File: src/rtl/sdram_init_seq_if.sv
// sdram_init_seq_if: SDRAM pin bundle driven by the power-up init sequencer.
//   master modport (sequencer side): drives all pins
//   slave  modport (SDRAM / controller mux side): observes all pins
// Pins: DRAM_CLK, DRAM_CKE, DRAM_CS_N, DRAM_RAS_N, DRAM_CAS_N, DRAM_WE_N,
//       DRAM_BA[BA_WIDTH], DRAM_ADDR[ADDR_WIDTH], DRAM_LDQM, DRAM_UDQM
interface sdram_init_seq_if #(
  parameter int ADDR_WIDTH = 13,
  parameter int BA_WIDTH   = 2
) ();
  logic                  DRAM_CLK;
  logic                  DRAM_CKE;
  logic                  DRAM_CS_N;
  logic                  DRAM_RAS_N;
  logic                  DRAM_CAS_N;
  logic                  DRAM_WE_N;
  logic [BA_WIDTH-1:0]   DRAM_BA;
  logic [ADDR_WIDTH-1:0] DRAM_ADDR;
  logic                  DRAM_LDQM;
  logic                  DRAM_UDQM;

  modport master (
    output DRAM_CLK, DRAM_CKE, DRAM_CS_N, DRAM_RAS_N, DRAM_CAS_N, DRAM_WE_N,
           DRAM_BA, DRAM_ADDR, DRAM_LDQM, DRAM_UDQM
  );

  modport slave (
    input DRAM_CLK, DRAM_CKE, DRAM_CS_N, DRAM_RAS_N, DRAM_CAS_N, DRAM_WE_N,
          DRAM_BA, DRAM_ADDR, DRAM_LDQM, DRAM_UDQM
  );
endinterface

File: src/rtl/sdram_init_seq.sv
// sdram_init_seq: SDRAM power-up initialisation sequencer.
// Issues power-up wait, PRECHARGE ALL, REFRESH_COUNT x AUTO REFRESH, MODE
// REGISTER SET on registered command pins, then raises init_done.
// Ports:
//   clock        in   system clock, rising edge
//   reset        in   synchronous active-high reset (priority over enable)
//   enable       in   start/hold; low returns to IDLE with reset outputs
//   dram         if   SDRAM pins (master modport); DRAM_CLK = ~clock
//   init_done    out  sequence complete, bus handed over
//   refresh_busy out  periodic refresh in progress (AUTO_REFRESH_EN only)
// Optional feature macro: AUTO_REFRESH_EN (periodic AUTO REFRESH in DONE).
//
// state       | meaning
// ------------+--------------------------------------------------------
// S_IDLE      | CKE low, pins deselected, waiting for enable
// S_WAIT_PU   | power-up wait running; PRECHARGE issued on expiry
// S_PRECHARGE | tRP running after PRECHARGE; first REFRESH on expiry
// S_REFRESH   | tRFC running; next REFRESH or MRS on expiry
// S_MRS       | tMRD running after MRS; DONE on expiry
// S_DONE      | init_done high, DQM released, NOP (or periodic refresh)
module sdram_init_seq #(
  parameter int                    CLK_PERIOD_NS    = 20,
  parameter int                    POWERUP_NS       = 200000,
  parameter int                    T_RP_CYCLES      = 2,
  parameter int                    T_RFC_CYCLES     = 4,
  parameter int                    T_MRD_CYCLES     = 2,
  parameter int                    REFRESH_COUNT    = 2,
  parameter int                    ADDR_WIDTH       = 13,
  parameter int                    BA_WIDTH         = 2,
  parameter logic [ADDR_WIDTH-1:0] MODE_REG         = 'h022,
  parameter int                    REFRESH_INTERVAL = 390
) (
  input  logic             clock,
  input  logic             reset,
  input  logic             enable,
  sdram_init_seq_if.master dram,
  output logic             init_done
`ifdef AUTO_REFRESH_EN
  ,
  output logic             refresh_busy
`endif
);

  localparam int P = (POWERUP_NS + CLK_PERIOD_NS - 1) / CLK_PERIOD_NS;
`ifdef AUTO_REFRESH_EN
  localparam int IVL_WAIT = REFRESH_INTERVAL;
`else
  localparam int IVL_WAIT = 1;
`endif
  localparam int M1 = (P > T_RP_CYCLES) ? P : T_RP_CYCLES;
  localparam int M2 = (M1 > T_RFC_CYCLES) ? M1 : T_RFC_CYCLES;
  localparam int M3 = (M2 > T_MRD_CYCLES) ? M2 : T_MRD_CYCLES;
  localparam int MAX_WAIT = (M3 > IVL_WAIT) ? M3 : IVL_WAIT;
  localparam int TW = $clog2(MAX_WAIT + 1);

  localparam logic [3:0] CMD_DESL = 4'b1111;
  localparam logic [3:0] CMD_NOP  = 4'b0111;
  localparam logic [3:0] CMD_PRE  = 4'b0010;
  localparam logic [3:0] CMD_REF  = 4'b0001;
  localparam logic [3:0] CMD_MRS  = 4'b0000;

  if (CLK_PERIOD_NS < 1 || P < 1) begin : g_bad_pu
    $error("sdram_init_seq: power-up wait must be at least one cycle");
  end
  if (T_RP_CYCLES < 1 || T_RFC_CYCLES < 1 || T_MRD_CYCLES < 1) begin : g_bad_t
    $error("sdram_init_seq: timing parameters must be >= 1");
  end
  if (REFRESH_COUNT < 1 || REFRESH_COUNT > 15) begin : g_bad_rc
    $error("sdram_init_seq: REFRESH_COUNT must be 1..15");
  end
  if (ADDR_WIDTH < 11 || BA_WIDTH < 1) begin : g_bad_w
    $error("sdram_init_seq: ADDR_WIDTH must be >= 11, BA_WIDTH >= 1");
  end
`ifdef AUTO_REFRESH_EN
  // A new refresh must not land while the previous tRFC is still running.
  if (REFRESH_INTERVAL < T_RFC_CYCLES) begin : g_bad_ivl
    $error("sdram_init_seq: REFRESH_INTERVAL must be >= T_RFC_CYCLES");
  end
`endif

  typedef enum logic [2:0] {
    S_IDLE, S_WAIT_PU, S_PRECHARGE, S_REFRESH, S_MRS, S_DONE
  } state_t;

  state_t                state_q, state_d;
  logic [TW-1:0]         tmr_q, tmr_d;
  logic [3:0]            ref_cnt_q, ref_cnt_d;
  logic                  cke_q, cke_d;
  logic [3:0]            cmd_q, cmd_d;
  logic [BA_WIDTH-1:0]   ba_q, ba_d;
  logic [ADDR_WIDTH-1:0] addr_q, addr_d;
  logic                  dqm_q, dqm_d;
  logic                  done_q, done_d;
  logic                  tmr_zero;
`ifdef AUTO_REFRESH_EN
  logic [TW-1:0]         ivl_q, ivl_d;
  logic [TW-1:0]         busy_cnt_q, busy_cnt_d;
  logic                  busy_q, busy_d;
`endif

  assign tmr_zero = (tmr_q == '0);

  always_comb begin
    state_d   = state_q;
    tmr_d     = tmr_q;
    ref_cnt_d = ref_cnt_q;
    cke_d     = 1'b1;
    cmd_d     = CMD_NOP;
    ba_d      = '0;
    addr_d    = '0;
    dqm_d     = 1'b1;
    done_d    = 1'b0;
`ifdef AUTO_REFRESH_EN
    ivl_d      = ivl_q;
    busy_cnt_d = busy_cnt_q;
    busy_d     = 1'b0;
`endif
    if (!enable) begin
      state_d   = S_IDLE;
      tmr_d     = '0;
      ref_cnt_d = '0;
      cke_d     = 1'b0;
      cmd_d     = CMD_DESL;
`ifdef AUTO_REFRESH_EN
      ivl_d      = '0;
      busy_cnt_d = '0;
`endif
    end else begin
      case (state_q)
        S_IDLE: begin
          state_d   = S_WAIT_PU;
          tmr_d     = TW'(P - 1);
          ref_cnt_d = '0;
        end
        S_WAIT_PU: begin
          if (tmr_zero) begin
            cmd_d      = CMD_PRE;
            addr_d[10] = 1'b1;
            state_d    = S_PRECHARGE;
            tmr_d      = TW'(T_RP_CYCLES - 1);
          end else begin
            tmr_d = tmr_q - TW'(1);
          end
        end
        S_PRECHARGE: begin
          if (tmr_zero) begin
            cmd_d     = CMD_REF;
            ref_cnt_d = 4'd1;
            state_d   = S_REFRESH;
            tmr_d     = TW'(T_RFC_CYCLES - 1);
          end else begin
            tmr_d = tmr_q - TW'(1);
          end
        end
        S_REFRESH: begin
          if (tmr_zero) begin
            if (ref_cnt_q == 4'(REFRESH_COUNT)) begin
              cmd_d   = CMD_MRS;
              addr_d  = MODE_REG;
              state_d = S_MRS;
              tmr_d   = TW'(T_MRD_CYCLES - 1);
            end else begin
              cmd_d     = CMD_REF;
              ref_cnt_d = ref_cnt_q + 4'd1;
              tmr_d     = TW'(T_RFC_CYCLES - 1);
            end
          end else begin
            tmr_d = tmr_q - TW'(1);
          end
        end
        S_MRS: begin
          if (tmr_zero) begin
            state_d = S_DONE;
            done_d  = 1'b1;
            dqm_d   = 1'b0;
`ifdef AUTO_REFRESH_EN
            ivl_d   = TW'(REFRESH_INTERVAL - 1);
`endif
          end else begin
            tmr_d = tmr_q - TW'(1);
          end
        end
        S_DONE: begin
          done_d = 1'b1;
          dqm_d  = 1'b0;
`ifdef AUTO_REFRESH_EN
          // busy covers the command cycle plus T_RFC_CYCLES-1 after it
          if (busy_cnt_q != '0) begin
            busy_d     = 1'b1;
            busy_cnt_d = busy_cnt_q - TW'(1);
          end
          if (ivl_q == '0) begin
            cmd_d      = CMD_REF;
            ivl_d      = TW'(REFRESH_INTERVAL - 1);
            busy_d     = 1'b1;
            busy_cnt_d = TW'(T_RFC_CYCLES - 1);
          end else begin
            ivl_d = ivl_q - TW'(1);
          end
`endif
        end
        default: begin
          state_d = S_IDLE;
          cke_d   = 1'b0;
          cmd_d   = CMD_DESL;
        end
      endcase
    end
  end

  always_ff @(posedge clock) begin
    if (reset) begin
      state_q   <= S_IDLE;
      tmr_q     <= '0;
      ref_cnt_q <= '0;
      cke_q     <= 1'b0;
      cmd_q     <= CMD_DESL;
      ba_q      <= '0;
      addr_q    <= '0;
      dqm_q     <= 1'b1;
      done_q    <= 1'b0;
`ifdef AUTO_REFRESH_EN
      ivl_q      <= '0;
      busy_cnt_q <= '0;
      busy_q     <= 1'b0;
`endif
    end else begin
      state_q   <= state_d;
      tmr_q     <= tmr_d;
      ref_cnt_q <= ref_cnt_d;
      cke_q     <= cke_d;
      cmd_q     <= cmd_d;
      ba_q      <= ba_d;
      addr_q    <= addr_d;
      dqm_q     <= dqm_d;
      done_q    <= done_d;
`ifdef AUTO_REFRESH_EN
      ivl_q      <= ivl_d;
      busy_cnt_q <= busy_cnt_d;
      busy_q     <= busy_d;
`endif
    end
  end

  assign dram.DRAM_CLK   = ~clock;
  assign dram.DRAM_CKE   = cke_q;
  assign dram.DRAM_CS_N  = cmd_q[3];
  assign dram.DRAM_RAS_N = cmd_q[2];
  assign dram.DRAM_CAS_N = cmd_q[1];
  assign dram.DRAM_WE_N  = cmd_q[0];
  assign dram.DRAM_BA    = ba_q;
  assign dram.DRAM_ADDR  = addr_q;
  assign dram.DRAM_LDQM  = dqm_q;
  assign dram.DRAM_UDQM  = dqm_q;
  assign init_done       = done_q;
`ifdef AUTO_REFRESH_EN
  assign refresh_busy    = busy_q;
`endif

endmodule

File: src/flat_wrapper.sv
// flat-port wrapper written by rule: the top's interface ports become plain ports
module sdram_init_seq_flat 
#(
  parameter int                    CLK_PERIOD_NS    = 20,
  parameter int                    POWERUP_NS       = 200000,
  parameter int                    T_RP_CYCLES      = 2,
  parameter int                    T_RFC_CYCLES     = 4,
  parameter int                    T_MRD_CYCLES     = 2,
  parameter int                    REFRESH_COUNT    = 2,
  parameter int                    ADDR_WIDTH       = 13,
  parameter int                    BA_WIDTH         = 2,
  parameter logic [ADDR_WIDTH-1:0] MODE_REG         = 'h022,
  parameter int                    REFRESH_INTERVAL = 390
)
  (clock, reset, enable, init_done, dram_DRAM_CLK, dram_DRAM_CKE, dram_DRAM_CS_N, dram_DRAM_RAS_N, dram_DRAM_CAS_N, dram_DRAM_WE_N, dram_DRAM_BA, dram_DRAM_ADDR, dram_DRAM_LDQM, dram_DRAM_UDQM);
  sdram_init_seq_if #(.ADDR_WIDTH(ADDR_WIDTH), .BA_WIDTH(BA_WIDTH)) dram_i ();
  input  logic clock;
  input  logic reset;
  input  logic enable;
  output logic init_done;
  output wire logic [$bits(dram_i.DRAM_CLK)-1:0] dram_DRAM_CLK;
  output wire logic [$bits(dram_i.DRAM_CKE)-1:0] dram_DRAM_CKE;
  output wire logic [$bits(dram_i.DRAM_CS_N)-1:0] dram_DRAM_CS_N;
  output wire logic [$bits(dram_i.DRAM_RAS_N)-1:0] dram_DRAM_RAS_N;
  output wire logic [$bits(dram_i.DRAM_CAS_N)-1:0] dram_DRAM_CAS_N;
  output wire logic [$bits(dram_i.DRAM_WE_N)-1:0] dram_DRAM_WE_N;
  output wire logic [$bits(dram_i.DRAM_BA)-1:0] dram_DRAM_BA;
  output wire logic [$bits(dram_i.DRAM_ADDR)-1:0] dram_DRAM_ADDR;
  output wire logic [$bits(dram_i.DRAM_LDQM)-1:0] dram_DRAM_LDQM;
  output wire logic [$bits(dram_i.DRAM_UDQM)-1:0] dram_DRAM_UDQM;
  assign dram_DRAM_CLK = dram_i.DRAM_CLK;
  assign dram_DRAM_CKE = dram_i.DRAM_CKE;
  assign dram_DRAM_CS_N = dram_i.DRAM_CS_N;
  assign dram_DRAM_RAS_N = dram_i.DRAM_RAS_N;
  assign dram_DRAM_CAS_N = dram_i.DRAM_CAS_N;
  assign dram_DRAM_WE_N = dram_i.DRAM_WE_N;
  assign dram_DRAM_BA = dram_i.DRAM_BA;
  assign dram_DRAM_ADDR = dram_i.DRAM_ADDR;
  assign dram_DRAM_LDQM = dram_i.DRAM_LDQM;
  assign dram_DRAM_UDQM = dram_i.DRAM_UDQM;
  sdram_init_seq #(.CLK_PERIOD_NS(CLK_PERIOD_NS), .POWERUP_NS(POWERUP_NS), .T_RP_CYCLES(T_RP_CYCLES), .T_RFC_CYCLES(T_RFC_CYCLES), .T_MRD_CYCLES(T_MRD_CYCLES), .REFRESH_COUNT(REFRESH_COUNT), .ADDR_WIDTH(ADDR_WIDTH), .BA_WIDTH(BA_WIDTH), .MODE_REG(MODE_REG), .REFRESH_INTERVAL(REFRESH_INTERVAL)) u_core (.clock(clock), .reset(reset), .enable(enable), .dram(dram_i), .init_done(init_done));
endmodule
File: config.mk
export PLATFORM = sky130hd
export DESIGN_NAME = sdram_init_seq_flat
export DESIGN_NICKNAME = d
export VERILOG_FILES = /design/src/rtl/sdram_init_seq_if.sv /design/src/rtl/sdram_init_seq.sv /design/src/flat_wrapper.sv
export SDC_FILE = /design/constraint.sdc
export NUM_CORES = 1
export LEC_CHECK = 0
export CELL_PAD_IN_SITES_DETAIL_PLACEMENT = 0
export CELL_PAD_IN_SITES_GLOBAL_PLACEMENT = 2
export CORE_UTILIZATION = 33
export CTS_BUF_LIST = sky130_fd_sc_hd__clkbuf_4 sky130_fd_sc_hd__clkbuf_8
export DETAILED_ROUTE_END_ITERATION = 6
export PLACE_DENSITY = 0.8
export SETUP_SLACK_MARGIN = 0.1
export SLEW_MARGIN = 20
export SYNTH_ARGS = -nofsm -noshare
export SYNTH_HDL_FRONTEND = slang
export SYNTH_SLANG_ARGS = --single-unit
File: constraint.sdc
create_clock -name clock -period 2.51 [get_ports clock]
set_input_delay 0.3765 -clock clock [delete_from_list [all_inputs] [get_ports clock]]
set_output_delay 0.3765 -clock clock [all_outputs]
set_load 0.05 [all_outputs]
# Yosys cells after proc, flatten, opt, wreduce, memory -nomap -nowiden
# Index checks and enable logic that the tools add are counted.
# word_totals
ff_bits,41
in_bits,3
output_inout_bits,24
elab_cells,69
# classes
add_sub_neg,2
eq_ne,13
muxes,29
n_bitwise,5
reduce_logical,11
# ops
cell,count
$pmux 14 s5,1
$mux 14,4
$mux 3,7
$pmux 3 s6,1
$mux 4,4
$pmux 4 s4,1
$logic_not 14->1,1
$sub 14x1->14 const B,1
$pmux 4 s3,1
$mux 11,1
$ne 2x1->1 const B,5
$eq 3x2->1 const B,2
$eq 3x3->1 const B,2
$mux 6,1
$pmux 1 s2,3
$reduce_and 6->1,1
$reduce_or 6->1,1
$not 1->1,5
$reduce_bool 5->1,1
$add 4x1->4 const B,1
$eq 4x2->1 const B,1
$mux 1,4
$ne 2x2->1 const B,2
$reduce_and 4->1,1
other kinds (8),8

# Logic depth before layout (Yosys ltp)
# logic_depth
depth_word,4
mapped_depth,8
ltp_nobuf,6

==> results.ini <==
[power_and_ir_drop]
p_per_area_mw_per_mm2=634
seqPwrFrac_pct=39.7
cellInternalPower_uw=861
p_sw_uw=426
switching_share_pct=33.1
peakVddDrop_v=0.000435
pwr-share-comb_pct=18.5
power_uw=1290
clkPwrFrac_pct=41.8
cellLeakagePower_uw=0.000781

[setup_path]
crit_family=buffers and inverters
startpoint_type=clock port
rrSetupSlack_ns=0.28
path_class=clock port to primary output
cpPeakStageDelay_ns=0.36
r2r-end=u_core.ref_cnt_q[3]
crit-reg2reg-launch=u_core.tmr_q[0]
cp_num_buf_inv=4
arrival_ns=1.96
path_max_fanout=9
worstPathCellList=clkbuf_8 > clkbuf_8 > inv_1 > clkdlybuf4s15_2
worst_ep_required_time_ns=2.13
cp-end-kind=primary output
critical-path-slowest-cell=clkdlybuf4s15_2
cpMostUsedCell=clkbuf_8
rr_worst_depth=7

[sta]
setup_tns_ns=0
fin_ws_ns=0.169
fin_skew_ns=0.00541
slew_violations=0
final-hold-violation-count=0
worst_pin_slew_ns=0.882
slew_headroom_pct=40.7
rsz0062_at_grt=false
setup_viol=0

[floorplanning]
floorplan.initialDensity_pct=35.1
die_y_um=73.8
coreArea_mm2=0.00485
row_count=25
die_x_um=73.8
io_pins=27
dieArea_mm2=0.00545

[logic_synthesis]
synth_sequential_area_ratio_pct=35.3
synth_top_area_share_pct=35.3
synth_top_cell_by_area=dfxtp_1
synthFlopType=dfxtp_1
ys_ff_latch=30
syn_avg_cell_area_um2=8.43
ys_warn_count=0
mappedNetlistArea_mm2=0.00170
yosysMostFrequentCell=dfxtp_1
synth_commonest_cells=dfxtp_1, nor2_1, a21oi_1, buf_4, nand2_1
postSynthCellCount=202
yosys-top-cells-area=dfxtp_1, buf_4, a21oi_1, nor2_1, o21ai_0
yosysUniqueCellTypes=53
postSynth.asyncResetShare_pct=0
synth-edff-count=0

[grt]
grt_overflow=0
grt_pass1_vias=1516
antenna_found_initial=0
grt_use_total_pct=17.7
grt_pass1_wl_mm=7.28
grt_max_degree=20

[placed_design]
port_buffers=14
gp_congestion=0.804
pre_cts_ws_ns=0.0702
hpwlAfterDp_mm=3.12

[hold_path]
holdPathStages=2
hold_path_class=flop to flop
worstHoldStart=u_core.tmr_q[7]
hold_end=u_core.tmr_q[7]

[route]
viasPerCell=5.28
drc_errors=0
dr_wl_met2_mm=2.11
finalWirelength_mm=4.32
wl_met1_mm=1.97
drtPass1Iterations=4
num_vias=1542
highest_layer=met4
ant_nets=0
routedWlPerCell_um=14.8
drt_first_iter_violations=68
dr_wl_met3_um=154

[clock_tree]
clock-root-buffer=clkbuf_8
clk_pin_slew_ns=0.06
numCtsBuffers=5
cts_hold_repair.buffers=0
htreeDepth=2
cts_tree=done
clock_path_buffers=2
insertion_delay_ns=0.28

[finish]
drive_above_1_share_pct=15.6
area_delta_synth_final_pct=19.1
fin_util_pct=41.8
n_antenna_cell=0
final_nets=230
fill_cells=482

[run]
cap_violations=0

[run_status]
status=completed

[sequential cells by signal, summed over array words and instances (netlist names)]
signal and count:
u_core.tmr_q 14, u_core.cmd_q 4, u_core.dram.DRAM_CKE 1, u_core.dram.DRAM_LDQM 1, u_core.dram.DRAM_ADDR 2, u_core.state_q 3
u_core.init_done 1, u_core.ref_cnt_q 4
[cells in the final DEF (no fill, tap or decap), types with 2 or more instances in the layout]
master,count
a41oi_1,2
nor2b_1,2
a221oi_1,2
o31ai_1,6
nor2_1,16
clkbuf_8,7
nand3_1,8
nor3_1,6
a22o_1,2
a21o_1,2
inv_1,8
nor3b_1,2
or4b_1,2
ha_1,3
nand4_1,2
or3_1,5
a311oi_1,2
clkdlybuf4s50_1,13
nand2b_1,2
o21ai_0,10
nand2_1,11
conb_1,12
and3_1,2
a21oi_1,15
dfxtp_1,30
or4_1,5
buf_4,14
nor4_1,3
a31oi_1,5
[repair_timing]
action | CTS | global route
resized for setup | 3 | 1
buffers inserted | 0 | 1
endpoints found under the setup margin | 1 | 2
pin swaps | 0 | 1
[layout make-up]
class	count	area [um2]	share of cell area (%)
Multi-Input combinational cell	151	963	47.5
Clock buffer	9	115	5.68
Timing Repair Buffer	27	235	11.6
Tap cell	67	83.8	4.13
Sequential cell	30	601	29.6
Clock inverter	1	3.75	0.185
Inverter	7	26.3	1.30
[worst reg2reg max path, delay by kind of cell (launching register included)]
family	cells	cell delay, ns
AO/OA/AOI/OAI	2	0.35
adder cells (fa/ha/maj)	1	0.23
buffers and inverters	2	0.31
flip-flops	1	0.33
AND/OR/NAND/NOR	2	0.92
[kinds of logic (layout without fill, tap and decap cells)]
kind of cell,Yosys count,in the layout,synth area share [%]
AO/OA/AOI/OAI,55,55,22.6
adder cells (fa/ha/maj),4,4,2.79
buffers and inverters,32,44,10.8
flip-flops,30,30,35.3
multiplexers,2,2,1.25
other,1,12,0.220
AND/OR/NAND/NOR,78,78,27.1
[worst max path at each step]
stage	startpoint	endpoint	slack, ns	cells after the start
5_1_grt	u_core.tmr_q[0]	u_core.ref_cnt_q[2]	0.12	7
4_1_cts	clock	dram_DRAM_CLK	0.15	4
2_1_floorplan	u_core.tmr_q[0]	u_core.dram.DRAM_LDQM	0.48	8
6_report	clock	dram_DRAM_CLK	0.17	4
3_3_place_gp	clock	dram_DRAM_CLK	0.07	2
3_5_place_dp	clock	dram_DRAM_CLK	0.07	2
[routing by layer]
layer / track usage (%) / vias up
met4: 8.76 / 0
li1: - / 771
met2: 28.4 / 31
met3: 5.08 / 12
met1: 21.6 / 728
met5: 0 / -
[metrics by stage]
stage,hold WS (ns),instance area (um2),cells
after floorplan,0.453,1740,213
after global placement,0.478,1910,283
after detailed placement,0.489,1910,283
after CTS,0.500,2020,291
after global routing,0.525,2030,292
final,0.499,2030,292
[power groups by stage]
stage	Combinational, uW	Clock [uW]	Sequential [uW]
floorplan	178	67.3	524
global placement	229	97.5	520
detailed placement	230	97.5	521
CTS	232	551	510
global route	257	573	513
finish	238	538	510
Note: power is estimated with default switching activity, not from simulation.
